**src/rtl/instr_fetch_stage_pkg.sv**
```systemverilog
// Types and constants shared by the pipeline stages of the CPU.
package instr_fetch_stage_pkg;

  typedef enum logic [1:0] {
    ST_WAIT = 2'd0,
    ST_RUN  = 2'd1,
    ST_HALT = 2'd2
  } fetch_state_e;

  localparam logic [31:0] NOP_INS_DEFAULT = 32'h0000_0000;

endpackage

```
**src/rtl/instr_fetch_stage_ifid_reg.sv**
```systemverilog
// IF/ID pipeline register. A flush inserts a bubble and takes priority over a load.
module ifid_reg
  import instr_fetch_stage_pkg::*;
#(
  parameter int unsigned       PC_W     = 32,
  parameter logic [PC_W-1:0]   RESET_PC = '0,
  parameter logic [31:0]       NOP_INS  = NOP_INS_DEFAULT
) (
  input  logic            clk,
  input  logic            rstn,
  input  logic            load,
  input  logic            flush,
  input  logic [31:0]     ins_in,
  input  logic [PC_W-1:0] pc_in,
  output logic [31:0]     ins,
  output logic [PC_W-1:0] pc,
  output logic            valid
);

  logic [31:0]     ins_q, ins_d;
  logic [PC_W-1:0] pc_q, pc_d;
  logic            valid_q, valid_d;

  // Next-state selection; a flush keeps the latched PC.
  always_comb begin
    ins_d   = ins_q;
    pc_d    = pc_q;
    valid_d = valid_q;
    if (flush) begin
      ins_d   = NOP_INS;
      valid_d = 1'b0;
    end else if (load) begin
      ins_d   = ins_in;
      pc_d    = pc_in;
      valid_d = 1'b1;
    end else begin
      valid_d = valid_q;
    end
  end

  // Register update with asynchronous reset.
  always_ff @(posedge clk or negedge rstn) begin
    if (!rstn) begin
      ins_q   <= NOP_INS;
      pc_q    <= RESET_PC;
      valid_q <= 1'b0;
    end else begin
      ins_q   <= ins_d;
      pc_q    <= pc_d;
      valid_q <= valid_d;
    end
  end

  assign ins   = ins_q;
  assign pc    = pc_q;
  assign valid = valid_q;

endmodule

```
**src/rtl/instr_fetch_stage.sv**
```systemverilog
// Instruction fetch stage: PC register, WAIT/RUN/HALT control and the IF/ID register.
module instr_fetch_stage
  import instr_fetch_stage_pkg::*;
#(
  parameter int unsigned       PC_W     = 32,
  parameter logic [PC_W-1:0]   RESET_PC = '0,
  parameter logic [31:0]       NOP_INS  = NOP_INS_DEFAULT
) (
  input  logic            clk,
  input  logic            rstn,
  output logic [PC_W-1:0] imem_addr,
  input  logic [31:0]     imem_ins,
  input  logic            stall,
  input  logic            redirect,
  input  logic [PC_W-1:0] redirect_pc,
  input  logic            halt,
  output logic [31:0]     ifid_ins,
  output logic [PC_W-1:0] ifid_pc,
  output logic            ifid_valid,
  output logic [31:0]     fetch_count,
  output logic            halted
);

  localparam logic [PC_W-1:0] PC_ONE = {{(PC_W-1){1'b0}}, 1'b1};

  fetch_state_e    state_q, state_d;
  logic [PC_W-1:0] pc_q, pc_d;
  logic [31:0]     count_q, count_d;
  logic            load_s, flush_s;

  // Control: in RUN, halt beats redirect beats stall beats advance.
  always_comb begin
    state_d = state_q;
    pc_d    = pc_q;
    count_d = count_q;
    load_s  = 1'b0;
    flush_s = 1'b0;
    case (state_q)
      ST_WAIT: state_d = ST_RUN;
      ST_RUN: begin
        if (halt) begin
          state_d = ST_HALT;
          flush_s = 1'b1;
        end else if (redirect) begin
          pc_d    = redirect_pc;
          flush_s = 1'b1;
        end else if (stall) begin
          pc_d    = pc_q;
        end else begin
          pc_d    = pc_q + PC_ONE;
          count_d = count_q + 32'd1;
          load_s  = 1'b1;
        end
      end
      ST_HALT: state_d = ST_HALT;
      default: begin
        state_d = ST_WAIT;
        flush_s = 1'b1;
      end
    endcase
  end

  // State, PC and fetch counter registers.
  always_ff @(posedge clk or negedge rstn) begin
    if (!rstn) begin
      state_q <= ST_WAIT;
      pc_q    <= RESET_PC;
      count_q <= 32'd0;
    end else begin
      state_q <= state_d;
      pc_q    <= pc_d;
      count_q <= count_d;
    end
  end

  ifid_reg #(
    .PC_W     (PC_W),
    .RESET_PC (RESET_PC),
    .NOP_INS  (NOP_INS)
  ) u_ifid_reg (
    .clk    (clk),
    .rstn   (rstn),
    .load   (load_s),
    .flush  (flush_s),
    .ins_in (imem_ins),
    .pc_in  (pc_q),
    .ins    (ifid_ins),
    .pc     (ifid_pc),
    .valid  (ifid_valid)
  );

  assign imem_addr   = pc_q;
  assign fetch_count = count_q;
  assign halted      = (state_q == ST_HALT);

endmodule

```
**config.mk**
```make
export PLATFORM = sky130hd
export DESIGN_NAME = instr_fetch_stage
export DESIGN_NICKNAME = d
export VERILOG_FILES = /design/src/rtl/instr_fetch_stage_pkg.sv /design/src/rtl/instr_fetch_stage_ifid_reg.sv /design/src/rtl/instr_fetch_stage.sv
export SDC_FILE = /design/constraint.sdc
export NUM_CORES = 1
export LEC_CHECK = 0
export BUFFER_PORTS_ARGS = -buffer_cell sky130_fd_sc_hd__buf_2
export CAP_MARGIN = 20
export CORE_MARGIN = 2
export CORE_UTILIZATION = 38
export CTS_CLUSTER_DIAMETER = 150
export DETAILED_ROUTE_END_ITERATION = 10
export SLEW_MARGIN = 30
export SYNTH_ARGS = -nofsm -noshare
export SYNTH_HDL_FRONTEND = slang
export SYNTH_SLANG_ARGS = --single-unit
```
**constraint.sdc**
```tcl
create_clock -name clk -period 3.1 [get_ports clk]
set_input_delay 0.465 -clock clk [delete_from_list [all_inputs] [get_ports clk]]
set_output_delay 0.465 -clock clk [all_outputs]
set_load 0.02 [all_outputs]
```
Yosys cells after proc, flatten, opt, wreduce, memory -nomap -nowiden. Index checks and enable logic that the tools add are counted.

Memories kept: 0. Logic and storage cells: 37. Bits in writable memories: 0. Flip-flop bits (word level): 131. Memory bits (read-only): 0. Latch bits: 0.

Mux-type cells: 15. Eq/ne operators: 4. Bitwise operators: 4. $mul: 0. Magnitude comparators: 0. Divide/modulo/power cells: 0. Reductions and logical operators: 6. $add $sub $neg: 2. Shift-type cells: 0.

Operator list (count): $mux W32 (4); $add A32 B1 Y32 const B (2); $mux W1 (8); $pmux W2 S3 (1); $not A1 Y1 (4); $reduce_and A4 Y1 (1); $reduce_and A3 Y1 (1); $eq A2 B1 Y1 const B (1); $eq A2 B2 Y1 const B (1); $logic_not A2 Y1 (1); $mux W2 (1); $ne A2 B1 Y1 const B (1); $ne A2 B2 Y1 const B (1); $pmux W1 S2 (1); $reduce_and A2 Y1 (1); $reduce_bool A2 Y1 (1); $reduce_or A2 Y1 (1).

Logic depth before layout (Yosys ltp). Gate-level depths: netlist (run 1).

Depth in word-level cells: 6. Gate-level depth with buffers: 9. Gate-level depth less buffers: 7.

Modules after synthesis. Synthesis (run 1) repeated with hierarchy kept, for this count alone.

Cell total of the unflattened synthesis: 568. Area, all modules: 6296.0 um^2.

Modules (own cells, without submodules): instr_fetch_stage (area an instance 3647.2 um^2, cells each 392, times used 1); ifid_reg (area an instance 2648.8 um^2, cells each 176, times used 1).

Least setup slack after synthesis (run 1). Ideal clock, no wire load.

Kind: reg2reg. Start: reg state_q[1]. End: reg u_ifid_reg.pc_q[24], in the netlist u_ifid_reg.pc[24]. Required time: 2.975 ns. Cell stages (with the launch flop): 9. Data arrival time: 2.075 ns. Period minus slack after synthesis: 2.199 ns. Library setup time: 0.125 ns. Path buffers: 3. Path slack: 0.901 ns. Cells stage by stage: dfrtp_1 > inv_1 > ha_1 > or4b_1 > buf_2 > nor2_1 > buf_2 > buf_2 > mux2_2.

Longest elaborated chain between the ends: 5. Elaborated cells on any way between the ends: 8.

RTL lines: start: declaration (RTL line instr_fetch_stage.sv:26) `fetch_state_e state_q, state_d;`; start signal: assignment (RTL line instr_fetch_stage.sv:70) `state_q <= state_d;`; $eq A2 B2 Y1 or $logic_not A2 Y1 (tied branches) (RTL line instr_fetch_stage.sv:38) `case (state_q)`; $reduce_or A2 Y1 (no line); $pmux W1 S2 (RTL line instr_fetch_stage.sv:38); $not A1 Y1 (no line); $reduce_and A2 Y1 (no line) *; end signal: assignment (RTL line instr_fetch_stage_ifid_reg.sv:49) `pc_q <= pc_d;`; end: declaration (RTL line instr_fetch_stage_ifid_reg.sv:21) `logic [PC_W-1:0] pc_q, pc_d;`.

Every way passes the cells marked *; elsewhere a longest branch is shown, timed or not. A chain may end at the register's enable or synchronous reset.

Worst setup path in the final report (run 1).
Start: reg state_q[1]. End: reg count_q[12], in the netlist fetch_count[12].

Longest elaborated chain between the ends: 2.

RTL lines: $eq A2 B1 Y1 (RTL line instr_fetch_stage.sv:38); $reduce_and A4 Y1 (no line); end signal: assignment (RTL line instr_fetch_stage.sv:72) `count_q <= count_d;`; end: declaration (RTL line instr_fetch_stage.sv:28) `logic [31:0] count_q, count_d;`.

No other way between the ends.

==> flow_summary.yaml, run 1 <==
outcome:
  status: "finished, final reports clean"
worst_setup_path:
  ff2ff_path_depth: 7
  critPathMaxFanout: 10
  required_ns: 3.40
  rr_endpoint: "fetch_count[12]$_DFFE_PN0P_"
  timing.rr.start: "state_q[1]$_DFFE_PN0N_"
  endpoint_kind: "flip-flop"
  reg2reg_slack_ns: 0.59
  crit_type: "flip-flop to flip-flop"
  start_kind: "flip-flop"
  cp_data_arrival_time_ns: 2.81
sta:
  worst_pin_slew_ns: 0.766
  rsz0062_at_grt: "no"
  fin_worst_skew_ns: 0.00815
  fin_crit_sh_pct: 80.9
  holdWs_ns: 0.0636
  maxSlewHeadroom_pct: 48.8
  max_clock_freq_ghz: 0.399
  hold_viol: 0
  setup_violations: 0
  post-route-min-period_ns: 2.51
  fin_setup_tns_ns: 0
  slew_viol_final: 0
cells_and_area:
  area.growth.synth_to_final_pct: 29.8
  layout_common_cells: "buf_2 (197), dfrtp_1 (131), nand2_1 (44), mux2_2 (33), a22o_1 (32)"
  nets: 798
  diodes: 0
  final_common_cell: "buf_2"
  drive_above_1_share_pct: 38.9
route:
  ant_nets: 0
  wirelength_um: 15800
  drtPass1Iterations: 4
  vias: 5007
  wl_per_cell_um: 16.7
  drt_iter0_drc: 234
  viasPerCell: 5.29
  drt_drc_violations_left: 0
power_and_ir_drop:
  cellPowerDensity_nw_per_um2: 767
  p_sw_share_pct: 36.1
  max-vdd-ir-drop_mv: 0.477
  cellLeakagePower_nw: 3.93
  power_frac_seq_pct: 40.6
  internal_power_w: 0.00380
  clkPwrFrac_pct: 31.2
  combPwrFrac_pct: 28.2
  p_total_w: 0.00594
  p_sw_w: 0.00214
die:
  rows: 45
  die_h_um: 129
  coreArea_sq_um: 15300
  dieArea_sq_um: 16700
  die_x_um: 129
  num_io_pins: 199
  start_util_pct: 39.1
worst_hold_path:
  min_path_type: "input port to async pin"
yosys:
  ys.flop_type: "dfrtp_1"
  synthMuxAreaShare_pct: 8.42
  seq_area_frac_synth_pct: 55.0
  synth-edff-count: 0
  ys_ff_latch: 131
  synth_xor_area_share_pct: 4.55
  synth_area_per_cell_sq_um: 11.3
  ys_types: 50
  synth_compound_area_share_pct: 12.0
  synth_cells: 526
  synthSimpleGateAreaFrac_pct: 16.2
  async_reset_ff_share_pct: 100
  yosysWarnings: 0
  synth_nets: 601
  synth_top_family_by_area: "simple AND/OR/NAND/NOR gates"
  syn_area_sq_um: 5960
  synthAdderAreaFrac_pct: 1.26
run:
  cap_violations: 0
place:
  hpwl_um: 11000
  place.gp.congestion: 0.809
  place.port_buffers: 198
cts:
  cts_sinks: 131
  tritoncts: "done"
  clockBufferDepth: 2
  post_cts_buffers: 0
  postCtsHoldBufs: 0
  clk_latency_ns: 0.42
  cts.clk_slew.worst_paths_ns: 0.06
  cts-root-buf: "clkbuf_16"
  cts_resized: 0
  cts_buffers: 17
  htreeDepth: 4
global_route:
  grtUsageTotal_pct: 19.4
  grt_pass1_wl_um: 25200
  grt_overflow: 0
  grt_pass1_vias: 4870
  antenna_found_initial: 0
  grt_start_max_net_pins: 79
==> power groups by stage <==
stage	Clock [W]	Sequential [W]	Combinational [W]
after floorplan	0	0.00276	0.000686
after global placement	0	0.00241	0.00167
after detailed placement	0	0.00244	0.00170
after CTS	0.00189	0.00241	0.00170
after global routing	0.00198	0.00247	0.00183
final	0.00185	0.00241	0.00167
==> Yosys cell counts, drive strengths merged (14+ instances only) <==
master    n  share of area [%]
dfrtp   131                 55
nand2    44                2.8
mux2     33                6.2
a22o     32                4.7
nand3    31                2.7
xnor2    23                3.4
a21oi    22                1.8
nand4    19                2.2
nor2     18                1.1
o22ai    18                1.9
clkbuf   16                1.0
and3     14                1.5
o21ai    14                1.2
==> worst max-delay path by stage <==
stage / cells after the start / from / end
floorplan: 8 / state_q[1]$_DFFE_PN0N_ / u_ifid_reg.pc[24]$_DFFE_PN0P_
global placement: 7 / state_q[1]$_DFFE_PN0N_ / fetch_count[12]$_DFFE_PN0P_
detailed placement: 7 / state_q[1]$_DFFE_PN0N_ / fetch_count[12]$_DFFE_PN0P_
CTS: 7 / state_q[1]$_DFFE_PN0N_ / fetch_count[12]$_DFFE_PN0P_
global route: 7 / state_q[1]$_DFFE_PN0N_ / fetch_count[30]$_DFFE_PN0P_
finish: 7 / state_q[1]$_DFFE_PN0N_ / fetch_count[12]$_DFFE_PN0P_
==> sequential cells by signal, indices dropped and copies added (netlist names) <==
register,flops
fetch_count,32
imem_addr,32
state_q,2
u_ifid_reg.ins,32
u_ifid_reg.pc,32
u_ifid_reg.valid,1
==> metrics by stage <==
stage          area [sq um]  util (%)  setup WS (ns)  instances
2_1_floorplan          5960         -          0.901        526
3_3_place_gp           7190      47.2          0.687        915
3_5_place_dp           7190      47.2          0.588        915
4_1_cts                7740      50.7          0.566        947
5_1_grt                7740      50.7          0.283        947
6_report               7740      50.7          0.591        947
==> final cells by class <==
cell class / instances / area (sq um)
Clock inverter: 14 / 116
Sequential cell: 131 / 3280
Inverter: 7 / 26.3
Fill cell: 1409 / 7520
Tap cell: 211 / 264
Clock buffer: 18 / 429
Multi-Input combinational cell: 360 / 2540
Timing Repair Buffer: 206 / 1080
==> logic make-up after synthesis <==
| family | Yosys count |
|---|---|
| and+or+nand+nor | 173 |
| DFF | 131 |
| AOI/OAI and AO/OA | 104 |
| muxes | 46 |
| buffers and inverters | 35 |
| xor gates and xnor gates | 31 |
| adders and majority gates | 6 |
==> worst max-delay path: stages, from the launching register on <==
cell and delay, ns:
dfrtp_1 0.40, inv_1 0.10, ha_1 0.22, or4b_1 0.72, nor3_2 0.37, and3_1 0.29
nand4_1 0.13, xnor2_1 0.15
==> metal layers <==
layer	track usage, %	vias to the layer above	routed length [um]
li1	-	2357	-
met1	25.7	2480	6880
met2	30.7	149	7720
met3	4.71	21	944
met4	7.74	0	254
met5	0	-	0
No activity file was read; power rests on OpenSTA's default activity.
==> inputs of run 2 (changes only) <==
clock period = 2.6 ns   (was 3.1 ns; I/O delays follow)
==> flow_summary.yaml, run 2 (synthesis gave the netlist of run 1 again) <==
outcome:
  status: "finished, final reports clean"
worst_setup_path:
  timing.rr.start: "state_q[1]$_DFFE_PN0N_"
  cp.depth: 7
  cp_cell_sequence: "inv_1 -> ha_1 -> or4b_4 -> nor3_2 -> and3_1 -> nand4_1 -> xnor2_1"
  start_kind: "flip-flop"
  endpoint_kind: "flip-flop"
  cpLargestDelayFamily: "simple AND/OR/NAND/NOR gates"
  required_ns: 2.89
  crit_start: "state_q[1]$_DFFE_PN0N_"
  reg2reg_slack_ns: 0.23
  slowest_stage: "or4b_4"
  critPathMaxStageDelay_ns: 0.61
  ff2ff_path_depth: 7
  critPathBufInv: 1
  cp_data_arrival_time_ns: 2.66
  critPathMaxFanout: 10
  crit_type: "flip-flop to flip-flop"
sta:
  fin_worst_skew_ns: 0.00630
  holdWs_ns: 0.199
  rsz0062_at_grt: "no"
  slew_viol_final: 0
  post-route-min-period_ns: 2.37
  fin_crit_sh_pct: 91.1
  setup_violations: 0
  max_clock_freq_ghz: 0.422
  setup_ws_ns: 0.231
  fin_setup_tns_ns: 0
  maxSlewHeadroom_pct: 53.3
  hold_viol: 0
  worst_pin_slew_ns: 0.699
global_route:
  grt_pass1_wl_um: 25700
  antenna_found_initial: 0
  grtUsageTotal_pct: 19.7
  grt_overflow: 0
  grt_start_max_net_pins: 66
  grt_pass1_vias: 4882
route:
  viasPerCell: 5.26
  wl_per_cell_um: 17.0
  drt_iter0_drc: 310
  drtPass1Iterations: 4
  ant_nets: 0
  drt_drc_violations_left: 0
  wirelength_um: 16200
  vias: 5032
place:
  hpwl_um: 11300
  place_ws_ns: 0.115
  place.port_buffers: 198
  place.gp.congestion: 0.850
cts:
  clk_latency_ns: 0.41
  post_cts_buffers: 0
  tritoncts: "done"
  cts.clk_slew.worst_paths_ns: 0.06
  cts_buffers: 17
  cts_sinks: 131
  clockBufferDepth: 2
  cts-root-buf: "clkbuf_16"
  htreeDepth: 4
cells_and_area:
  diodes: 0
  area.growth.synth_to_final_pct: 32.7
  nets: 807
  drive_above_1_share_pct: 39.6
  layout_common_cells: "buf_2 (197), dfrtp_1 (131), nand2_1 (44), mux2_2 (33), a22o_1 (32)"
  n_fill_cell: 1418
  final_common_cell: "buf_2"
  seq_area_sq_um: 3280
  multi_input_area_sq_um: 2550
worst_hold_path:
  min_path_type: "input port to flip-flop"
  worst_hold_path.num_cells: 2
  hp-start: "imem_ins[21]"
power_and_ir_drop:
  max-vdd-ir-drop_mv: 0.488
  p_sw_share_pct: 34.1
  cellPowerDensity_nw_per_um2: 946
  cellLeakagePower_nw: 4.02
  clkPwrFrac_pct: 34.6
  power_frac_seq_pct: 38.3
  p_sw_w: 0.00255
  internal_power_w: 0.00493
  combPwrFrac_pct: 27.1
die:
  num_io_pins: 199
  dieArea_sq_um: 16700
  coreArea_sq_um: 15300
  die_x_um: 129
  start_util_pct: 39.1
  die_h_um: 129
  rows: 45
run:
  cap_violations: 0
## run 2: changes by cell type in the layout (fill, tap and decap cells not counted)
cell           change
clkinv_2           -2
dlygate4sd3_1      +1
or4b_1             -1
buf_4              +8
bufinv_16          +4
or4b_4             +1
clkinvlp_4         -2
## run 2: through the flow
stage | area (sq um) | power [W] | util (%) | instances
floorplan | 5960 | 0.00411 | - | 526
global placement | 7250 | 0.00488 | 47.5 | 923
detailed placement | 7250 | 0.00494 | 47.5 | 923
CTS | 7910 | 0.00756 | 51.8 | 956
global route | 7910 | 0.00788 | 51.8 | 956
finish | 7910 | 0.00748 | 51.8 | 956
## run 2: timing repair
action                                  in CTS  in global routing
endpoints found under the setup margin       0                 36
endpoints found under the hold margin       56                  0
hold buffers                                 1                  0
resized for setup                            0                  1
## run 2: metal layers
| metal | GRT usage [%] | routed length [um] | vias to the layer above |
|---|---|---|---|
| met3 | 4.05 | 945 | 15 |
| met1 | 26.6 | 7080 | 2476 |
| met4 | 6.97 | 225 | 0 |
| li1 | - | - | 2368 |
| met5 | 0 | 0 | - |
| met2 | 31.5 | 7960 | 173 |
## run 2: path summary, 6_finish.rpt
path                                                  endpoint
worst max-delay path               fetch_count[12]$_DFFE_PN0P_
worst min-delay path            u_ifid_reg.ins[21]$_DFFE_PN0P_
max in group asynchronous          fetch_count[28]$_DFFE_PN0P_
worst max register to register     fetch_count[12]$_DFFE_PN0P_
worst min register to register     fetch_count[31]$_DFFE_PN0P_
min in group asynchronous           fetch_count[9]$_DFFE_PN0P_
## run 2: area by class of cell
type,instances,share of cell area (%)
Tap cell,211,3.34
Clock inverter,14,2.67
Sequential cell,131,41.4
Clock buffer,18,5.43
Multi-Input combinational cell,360,32.2
Inverter,7,0.332
Timing Repair Buffer,215,14.6
## run 2: power by group through the flow
| stage | Combinational [W] | Clock (W) | Sequential [W] |
|---|---|---|---|
| after CTS | 0.00204 | 0.00264 | 0.00287 |
| after global placement | 0.00200 | 0 | 0.00287 |
| after floorplan | 0.000818 | 0 | 0.00330 |
| after detailed placement | 0.00204 | 0 | 0.00290 |
| after global routing | 0.00221 | 0.00273 | 0.00295 |
| final | 0.00203 | 0.00259 | 0.00287 |
